==> src/rtl/y86_writeback_regfile_if.sv <==
// Write-back bus, decode read ports and architectural status between the SEQ core and the register file.
interface y86_writeback_regfile_if #(
   parameter int unsigned NREG  = 15,
   parameter int unsigned CNT_W = 32
) ();
   localparam int unsigned FLAT_W = NREG * 64;

   logic              wb_valid;
   logic [3:0]        icode;
   logic              cnd;
   logic [3:0]        rA;
   logic [3:0]        rB;
   logic [63:0]       valE;
   logic [63:0]       valM;
   logic [1:0]        stat;
   logic [3:0]        srcA;
   logic [3:0]        srcB;
   logic [63:0]       valA;
   logic [63:0]       valB;
   logic [FLAT_W-1:0] regs_flat;
   logic              halted;
   logic [1:0]        stat_out;
   logic [CNT_W-1:0]  retired;

   // Core side: presents completing instructions and read addresses.
   modport master (
      output wb_valid, icode, cnd, rA, rB, valE, valM, stat, srcA, srcB,
      input  valA, valB, regs_flat, halted, stat_out, retired
   );

   // Register-file side.
   modport slave (
      input  wb_valid, icode, cnd, rA, rB, valE, valM, stat, srcA, srcB,
      output valA, valB, regs_flat, halted, stat_out, retired
   );
endinterface

==> src/rtl/y86_writeback_regfile.sv <==
// Y86-64 SEQ write-back stage: destination decode, register file, halt state and retire counter.
module y86_writeback_regfile #(
   parameter int unsigned NREG  = 15,
   parameter int unsigned CNT_W = 32
) (
   input logic                      clk,
   input logic                      rst_n,
   y86_writeback_regfile_if.slave   wb
);
   localparam logic [3:0] REG_NONE = 4'hF;
   localparam logic [3:0] REG_RSP  = 4'h4;
   localparam logic [3:0] I_CMOVXX = 4'h2;
   localparam logic [3:0] I_IRMOVQ = 4'h3;
   localparam logic [3:0] I_MRMOVQ = 4'h5;
   localparam logic [3:0] I_OPQ    = 4'h6;
   localparam logic [3:0] I_CALL   = 4'h8;
   localparam logic [3:0] I_RET    = 4'h9;
   localparam logic [3:0] I_PUSHQ  = 4'hA;
   localparam logic [3:0] I_POPQ   = 4'hB;
   localparam logic [1:0] STAT_AOK = 2'd0;

   typedef enum logic {ST_RUN = 1'b0, ST_HALTED = 1'b1} state_t;

   state_t           state_q, state_d;
   logic [1:0]       stat_q, stat_d;
   logic             commit_c;
   logic [3:0]       dst_e_c, dst_m_c;
   logic [63:0]      regs_q [NREG];
   logic [CNT_W-1:0] retired_q;

   // Destination register decode from the completing instruction.
   always_comb begin
      dst_e_c = REG_NONE;
      dst_m_c = REG_NONE;
      case (wb.icode)
         I_CMOVXX:                       dst_e_c = wb.cnd ? wb.rB : REG_NONE;
         I_IRMOVQ, I_OPQ:                dst_e_c = wb.rB;
         I_CALL, I_RET, I_PUSHQ, I_POPQ: dst_e_c = REG_RSP;
         default:                        dst_e_c = REG_NONE;
      endcase
      case (wb.icode)
         I_MRMOVQ, I_POPQ: dst_m_c = wb.rA;
         default:          dst_m_c = REG_NONE;
      endcase
   end

   // Halt FSM next state; a non-AOK completion halts instead of committing.
   always_comb begin
      state_d  = state_q;
      stat_d   = stat_q;
      commit_c = 1'b0;
      case (state_q)
         ST_RUN: begin
            if (wb.wb_valid) begin
               if (wb.stat == STAT_AOK) begin
                  commit_c = 1'b1;
               end else begin
                  state_d = ST_HALTED;
                  stat_d  = wb.stat;
               end
            end
         end
         ST_HALTED: state_d = ST_HALTED;
         default:   state_d = ST_RUN;
      endcase
   end

   // Halt state and latched status.
   always_ff @(posedge clk or negedge rst_n) begin
      if (!rst_n) begin
         state_q <= ST_RUN;
         stat_q  <= STAT_AOK;
      end else begin
         state_q <= state_d;
         stat_q  <= stat_d;
      end
   end

   // Register file; the valM write is issued last so it wins a dstE==dstM collision.
   always_ff @(posedge clk or negedge rst_n) begin
      if (!rst_n) begin
         for (int i = 0; i < NREG; i++) regs_q[i] <= '0;
      end else if (commit_c) begin
         if (dst_e_c != REG_NONE) regs_q[dst_e_c] <= wb.valE;
         if (dst_m_c != REG_NONE) regs_q[dst_m_c] <= wb.valM;
      end
   end

   // Saturating retired-instruction counter.
   always_ff @(posedge clk or negedge rst_n) begin
      if (!rst_n) begin
         retired_q <= '0;
      end else if (commit_c && (retired_q != '1)) begin
         retired_q <= retired_q + CNT_W'(1);
      end
   end

   // Read ports (no bypass), snapshot and status outputs.
   always_comb begin
      wb.valA      = (wb.srcA == REG_NONE) ? 64'd0 : regs_q[wb.srcA];
      wb.valB      = (wb.srcB == REG_NONE) ? 64'd0 : regs_q[wb.srcB];
      wb.regs_flat = '0;
      for (int i = 0; i < NREG; i++) wb.regs_flat[64*i +: 64] = regs_q[i];
      wb.halted    = (state_q == ST_HALTED);
      wb.stat_out  = stat_q;
      wb.retired   = retired_q;
   end
endmodule

==> src/flat_wrapper.sv <==
// flat-port wrapper written by rule: the top's interface ports become plain ports
module y86_writeback_regfile_flat 
#(
   parameter int unsigned NREG  = 15,
   parameter int unsigned CNT_W = 32
)
  (clk, rst_n, wb_wb_valid, wb_icode, wb_cnd, wb_rA, wb_rB, wb_valE, wb_valM, wb_stat, wb_srcA, wb_srcB, wb_valA, wb_valB, wb_regs_flat, wb_halted, wb_stat_out, wb_retired);
  y86_writeback_regfile_if #(.NREG(NREG), .CNT_W(CNT_W)) wb_i ();
  input logic clk;
  input logic rst_n;
  input wire logic [$bits(wb_i.wb_valid)-1:0] wb_wb_valid;
  input wire logic [$bits(wb_i.icode)-1:0] wb_icode;
  input wire logic [$bits(wb_i.cnd)-1:0] wb_cnd;
  input wire logic [$bits(wb_i.rA)-1:0] wb_rA;
  input wire logic [$bits(wb_i.rB)-1:0] wb_rB;
  input wire logic [$bits(wb_i.valE)-1:0] wb_valE;
  input wire logic [$bits(wb_i.valM)-1:0] wb_valM;
  input wire logic [$bits(wb_i.stat)-1:0] wb_stat;
  input wire logic [$bits(wb_i.srcA)-1:0] wb_srcA;
  input wire logic [$bits(wb_i.srcB)-1:0] wb_srcB;
  output wire logic [$bits(wb_i.valA)-1:0] wb_valA;
  output wire logic [$bits(wb_i.valB)-1:0] wb_valB;
  output wire logic [$bits(wb_i.regs_flat)-1:0] wb_regs_flat;
  output wire logic [$bits(wb_i.halted)-1:0] wb_halted;
  output wire logic [$bits(wb_i.stat_out)-1:0] wb_stat_out;
  output wire logic [$bits(wb_i.retired)-1:0] wb_retired;
  assign wb_i.wb_valid = wb_wb_valid;
  assign wb_i.icode = wb_icode;
  assign wb_i.cnd = wb_cnd;
  assign wb_i.rA = wb_rA;
  assign wb_i.rB = wb_rB;
  assign wb_i.valE = wb_valE;
  assign wb_i.valM = wb_valM;
  assign wb_i.stat = wb_stat;
  assign wb_i.srcA = wb_srcA;
  assign wb_i.srcB = wb_srcB;
  assign wb_valA = wb_i.valA;
  assign wb_valB = wb_i.valB;
  assign wb_regs_flat = wb_i.regs_flat;
  assign wb_halted = wb_i.halted;
  assign wb_stat_out = wb_i.stat_out;
  assign wb_retired = wb_i.retired;
  y86_writeback_regfile #(.NREG(NREG), .CNT_W(CNT_W)) u_core (.clk(clk), .rst_n(rst_n), .wb(wb_i));
endmodule
==> config.mk <==
export PLATFORM = sky130hd
export DESIGN_NAME = y86_writeback_regfile_flat
export DESIGN_NICKNAME = d
export VERILOG_FILES = /design/src/rtl/y86_writeback_regfile_if.sv /design/src/rtl/y86_writeback_regfile.sv /design/src/flat_wrapper.sv
export SDC_FILE = /design/constraint.sdc
export NUM_CORES = 2
export LEC_CHECK = 0
export CORE_AREA = 10 10 490 492
export CTS_CLUSTER_DIAMETER = 200
export DETAILED_ROUTE_END_ITERATION = 7
export DIE_AREA = 0 0 500 502
export SYNTH_ARGS = -nofsm -noshare
export SYNTH_HDL_FRONTEND = slang
export SYNTH_SLANG_ARGS = --single-unit
==> constraint.sdc <==
create_clock -name clk -period 2.9 [get_ports clk]
set_clock_uncertainty 0.15 [all_clocks]
set_input_delay 0.435 -clock clk [delete_from_list [all_inputs] [get_ports clk]]
set_output_delay 0.435 -clock clk [all_outputs]
set_load 0.01 [all_outputs]
# Word-level counts from Yosys, hierarchy flattened
# Index checks and enable logic that the tools add are counted.
[classes]
add_sub_neg = 1
n_lt_le_gt_ge = 6
n_eq_ne = 13
n_mux = 26
bitwise = 6
reduce_logical = 8
[ops]
columns = ["op", "n"]
rows = [
  ["$mux W960", 3],
  ["$bwmux W960", 2],
  ["$bmux W64 S4", 2],
  ["$demux W64 S4", 2],
  ["$mux W64", 8],
  ["$add A32 B1 Y32 const B", 1],
  ["$ne A32 B32 Y1 const B", 1],
  ["$eq A4 B4 Y1 const B", 6],
  ["$ge A5 B5 Y1 const B", 4],
  ["$not A4 Y5", 4],
  ["$pmux W4 S3", 1],
  ["$lt A5 B1 Y1 const B", 2],
  ["$eq A4 B2 Y1 const B", 2],
  ["$eq A4 B3 Y1 const B", 2],
  ["$mux W4", 2],
  ["$ne A4 B4 Y1 const B", 2],
  ["$mux W1", 5],
  ["$reduce_or A2 Y1", 2],
  ["$reduce_or A4 Y1", 1],
  ["$logic_and A1 B1 Y1", 3],
  ["$reduce_and A3 Y1", 1],
  ["$logic_not A2 Y1", 1],
  ["$not A1 Y1", 2],
  ["$pmux W1 S2", 1],
]
[totals]
regBits = 995
inputBits = 154
out_inout_bits = 1123
word_cells = 78

# Depth between registers and ports, before layout
[logic_depth]
ltp_word = 13
depth_mapped = 10

# Worst setup path after synthesis
# No wires, ideal clock.
[synth_path]
path_type = "input port to output port"
from = "in wb_srcB[0]"
to = "out wb_valB[0]"
arrival_time_ns = 2.447
required_ns = 2.315
setup_slack_ns = -0.132
stages = 5
cell_sequence = "clkbuf_1 > clkbuf_1 > buf_1 > mux4_2 > mux4_2"
[synth_between]
elab_chain_cells = 5
elab_cells_between_ends = 6
[synth_lines]
columns = ["item", "line_no", "text"]
rows = [
  ["start: declaration", "flat_wrapper.sv:20", "input wire logic [$bits(wb_i.srcB)-1:0] wb_srcB;"],
  ["$not A4 Y5 (not written as such)", "y86_writeback_regfile.sv:101", "wb.valB = (wb.srcB == REG_NONE) ? 64'd0 : regs_q[wb.srcB];"],
  ["$bmux W64 S4", "y86_writeback_regfile.sv:101", ""],
  ["$mux W64 (not written as such) (2 in series)", "y86_writeback_regfile.sv:101", ""],
  ["$mux W64 (*)", "y86_writeback_regfile.sv:101", ""],
  ["end: declaration", "flat_wrapper.sv:22", "output wire logic [$bits(wb_i.valB)-1:0] wb_valB;"],
]
# Every way passes the cells marked *; elsewhere a longest branch is shown, timed or not. The select of a mux whose other input is x is not followed.

# Final worst setup path
[layout_path]
from = "reg u_core.regs_q (netlist bit u_core.wb.regs_flat[457])"
to = "out wb_valA[9]"
[layout_between]
elab_chain_cells = 4
[layout_lines]
columns = ["item", "line_no", "text"]
rows = [
  ["start: declaration", "y86_writeback_regfile.sv:28", "logic [63:0] regs_q [NREG];"],
  ["start signal: indexed assignment", "y86_writeback_regfile.sv:84", "if (dst_e_c != REG_NONE) regs_q[dst_e_c] <= wb.valE;"],
  ["start signal: indexed assignment", "y86_writeback_regfile.sv:85", "if (dst_m_c != REG_NONE) regs_q[dst_m_c] <= wb.valM;"],
  ["$bmux W64 S4", "y86_writeback_regfile.sv:100", "wb.valA = (wb.srcA == REG_NONE) ? 64'd0 : regs_q[wb.srcA];"],
  ["$mux W64 (not written as such) (2 in series)", "y86_writeback_regfile.sv:100", ""],
  ["$mux W64", "y86_writeback_regfile.sv:100", ""],
  ["end: declaration", "flat_wrapper.sv:21", "output wire logic [$bits(wb_i.valA)-1:0] wb_valA;"],
]
# No other way between the ends. The select of a mux whose other input is x is not followed.

==> impl_metrics.env <==
export IMPL_power_density_nw_per_um2=381
export IMPL_comb_power_share_pct=16.3
export IMPL_ys_ff_latch=995
export IMPL_clkSlewWorstSetupHoldPaths_ns=0.06
export IMPL_grt_usage_pct=36.0
export IMPL_hold_class="primary input to async pin"
export IMPL_antenna_found_initial=67
export IMPL_gp_congestion=0.996
export IMPL_syn_nets=5641
export IMPL_worstSetupStartpoint="u_core.wb.regs_flat[457]$_DFFE_PN0P_"
export IMPL_finalMaxSlewViolations=0
export IMPL_grt_max_degree=77
export IMPL_design_core_area_sq_um=230000
export IMPL_fmax_mhz=314
export IMPL_grt_overflow_total=0
export IMPL_slowest_stage="mux4_2"
export IMPL_r2r_start="u_core.wb.halted$_DFF_PN0_"
export IMPL_synth_top_cell_area_share_pct=41.8
export IMPL_p_int_mw=25.6
export IMPL_synth_ff_type="dfrtp_1"
export IMPL_yosys_top_cells_area="dfrtp_1, mux4_2, o22ai_1, a2bb2oi_1, mux2i_1"
export IMPL_grt_pass1_vias=68200
export IMPL_num_rows=176
export IMPL_criticalPathCategory="register to output pin"
export IMPL_io_pins=1277
export IMPL_switchingPower_mw=10.3
export IMPL_cts_htree_levels=3
export IMPL_cts_tree="done"
export IMPL_synthArstFlopShare_pct=100
export IMPL_max_slew_worst_pin_slew_ns=1.06
export IMPL_grt_pass1_wl_mm=627
export IMPL_synth_area_sq_um=59500
export IMPL_dp_cells=10200
export IMPL_wl_per_cell_um=43.4
export IMPL_port_buffers=1276
export IMPL_syn_instance_count=5486
export IMPL_cpPeakStageDelay_ns=0.65
export IMPL_numClockSinks=995
export IMPL_grt_setup_unrepaired="yes"
export IMPL_initial_core_util_pct=25.9
export IMPL_clk_latency_ns=0.79
export IMPL_power_mw=35.9
export IMPL_avgSynthCellArea_sq_um=10.9
export IMPL_crit_buf_inv=1
export IMPL_seq_power_share_pct=39.9
export IMPL_layout_drive_gt1_share_pct=37.2
export IMPL_finalSetupViolCount=101
export IMPL_peakVddDrop_mv=0.453
export IMPL_switching_share_pct=28.7
export IMPL_start_kind="register"
export IMPL_die_x_um=500
export IMPL_cts_root_buffer="clkbuf_16"
export IMPL_crit_path_end_kind="output pin"
export IMPL_drt_iter0_drc=11300
export IMPL_drtPass1Iterations=8
export IMPL_yosysUniqueCellTypes=82
export IMPL_num_vias=69300
export IMPL_layout_nets=7931
export IMPL_wl_mm=475
export IMPL_reg2reg_slack_ns=0.05
export IMPL_ys_warn_count=0
export IMPL_cp_max_fo=3
export IMPL_synth_seq_area_share_pct=41.8
export IMPL_power_leakage_nw=40.9
export IMPL_hold_viol_final=0
export IMPL_setup_slack_ns=-0.284
export IMPL_chipHeight_um=502
export IMPL_status="complete, but fails checks"
export IMPL_cp_arrival_ns=2.60
export IMPL_place_area_sq_um=85500
export IMPL_stdcell_area_sq_um=94200
export IMPL_path_delay_family="multiplexers"
export IMPL_viasPerCell=6.33
export IMPL_path_common_cell="mux4_2"
export IMPL_pwr_share_clk_pct=43.9
export IMPL_yosysTopAreaCell="dfrtp_1"
export IMPL_drv_cap=0
export IMPL_violations="DRC, setup timing"
export IMPL_crit_chain="mux4_2 > mux4_2 > buf_12"
export IMPL_drc=2
export IMPL_syn_to_final_growth_pct=58.2
export IMPL_period_share_pct=110
export IMPL_cp_required_ns=2.32
export IMPL_slew_headroom_pct=29.5
export IMPL_synth_edf_count=0
export IMPL_cts_buffers=116
export IMPL_dieArea_sq_um=251000
export IMPL_cts_buffer_depth=3
export IMPL_fin_crit_ns=3.18
export IMPL_fillCellCount=21800
export IMPL_ant_nets=0
export IMPL_instances_no_fill=10900
export IMPL_dp_hpwl_mm=352
==> cells by family after synthesis <==
kind of cell,synth area share [%]
flip-flops,41.8
multiplexers,23.0
buffers and inverters,6.04
XOR/XNOR,0.427
adder cells (fa/ha/maj),0.0210
AO/OA/AOI/OAI,20.6
AND/OR/NAND/NOR,8.06
==> what timing repair did <==
action	CTS	global route
hold buffers	1	0
cloned	2	0
buffers inserted	362	87
pin swaps	27	19
endpoints found under the setup margin	140	137
hold endpoints to repair	26	0
gates resized for setup	886	120
==> power groups by stage <==
stage	Combinational, mW	Sequential [mW]	Clock, mW
final	5.84	14.3	15.8
after global routing	6.02	14.3	16.3
after CTS	5.65	14.3	15.7
after detailed placement	5.41	14.6	0
after global placement	5.37	14.6	0
after floorplan	2.08	14.6	0
==> through the flow <==
| stage | setup TNS, ns | util, % | setup slack [ns] | hold slack [ns] |
|---|---|---|---|---|
| 4_1_cts | -14.59 | 40.5 | -0.317 | 0.131 |
| 5_1_grt | -15.55 | 41.0 | -0.327 | 0.155 |
| 6_report | -10.35 | 41.0 | -0.284 | 0.163 |
| 3_5_place_dp | -545.58 | 37.2 | -0.938 | 0.321 |
| 2_1_floorplan | 0 | - | 0.0613 | -0.0106 |
| 3_3_place_gp | -583.80 | 37.2 | -1.07 | 0.323 |
==> state kept, by name (all words and copies together) (netlist names) <==
signal               count
u_core.wb.regs_flat    960
u_core.wb.retired       32
u_core.wb.stat_out       2
u_core.wb.halted         1
==> area by class of cell <==
type | count | area, sq um | area share, %
diodes | 42 | 105 | 0.112
clock buffers | 168 | 3420 | 3.63
clock inverters | 51 | 548 | 0.582
inverters | 249 | 935 | 0.992
multi-input cells | 3588 | 31900 | 33.9
flip-flops and latches | 995 | 25200 | 26.7
well taps | 3026 | 3790 | 4.02
repair buffers | 2826 | 28300 | 30.0
==> per-layer routing <==
| metal | wire, um | global-route usage [%] | vias up | part of all wire [%] |
|---|---|---|---|---|
| met5 | 222 | 0 | - | 0.047 |
| met4 | 42500 | 25.4 | 34 | 9.0 |
| met3 | 69300 | 15.6 | 1821 | 15 |
| met2 | 200000 | 53.4 | 7020 | 42 |
| met1 | 163000 | 41.7 | 34700 | 34 |
| li1 | - | - | 25800 | - |
==> worst paths after layout <==
path                       depth (start not counted)                              endpoint
max                                                3                            wb_valA[9]
min                                                2  u_core.wb.regs_flat[543]$_DFFE_PN0P_
max reg2reg                                        7  u_core.wb.regs_flat[794]$_DFFE_PN0P_
min reg2reg                                        2     u_core.wb.stat_out[1]$_DFFE_PN0P_
max in group asynchronous                          3  u_core.wb.regs_flat[260]$_DFFE_PN0P_
min in group clk                                   3  u_core.wb.regs_flat[836]$_DFFE_PN0P_
==> placed cells by master, fill, tap and decap left out, types with 76 or more instances in the layout <==
| cell type | Yosys | layout |
|---|---|---|
| clkdlybuf4s50_1 | 0 | 1138 |
| buf_4 | 15 | 1161 |
| a2bb2oi_1 | 284 | 284 |
| clkbuf_16 | 0 | 119 |
| dfrtp_1 | 995 | 761 |
| mux4_2 | 470 | 470 |
| a221o_1 | 89 | 89 |
| a21oi_1 | 212 | 210 |
| a221oi_1 | 88 | 88 |
| mux2i_1 | 184 | 168 |
| o21ai_0 | 240 | 204 |
| a22oi_1 | 76 | 76 |
| buf_6 | 3 | 233 |
| o22ai_1 | 434 | 415 |
| inv_1 | 249 | 249 |
| nand2_1 | 372 | 362 |
| nor2_1 | 469 | 463 |
| mux2_2 | 112 | 112 |
| dfrtp_2 | 0 | 234 |
| buf_12 | 0 | 257 |
==> cell usage after synthesis (13+ instances only) <==
master     number
inv_1         249
mux2_2        112
xnor2_1        20
or2_2          37
nor3_1         44
o21ai_0       240
a2bb2oi_1     284
a21oi_1       212
a222oi_1       23
o221a_2        51
nand2_1       372
and3_1         14
o211ai_1       51
buf_1          66
buf_4          15
nor2_1        469
clkbuf_1      468
a221o_1        89
mux4_2        470
o32ai_1        45
o22ai_1       434
nand3_1        64
a221oi_1       88
nand4_1        22
a22oi_1        76
mux2i_1       184
buf_2         102
or3_1          17
nand2b_1       13
dfrtp_1       995
a211oi_1       19
Power figures use the tool's default switching activity.
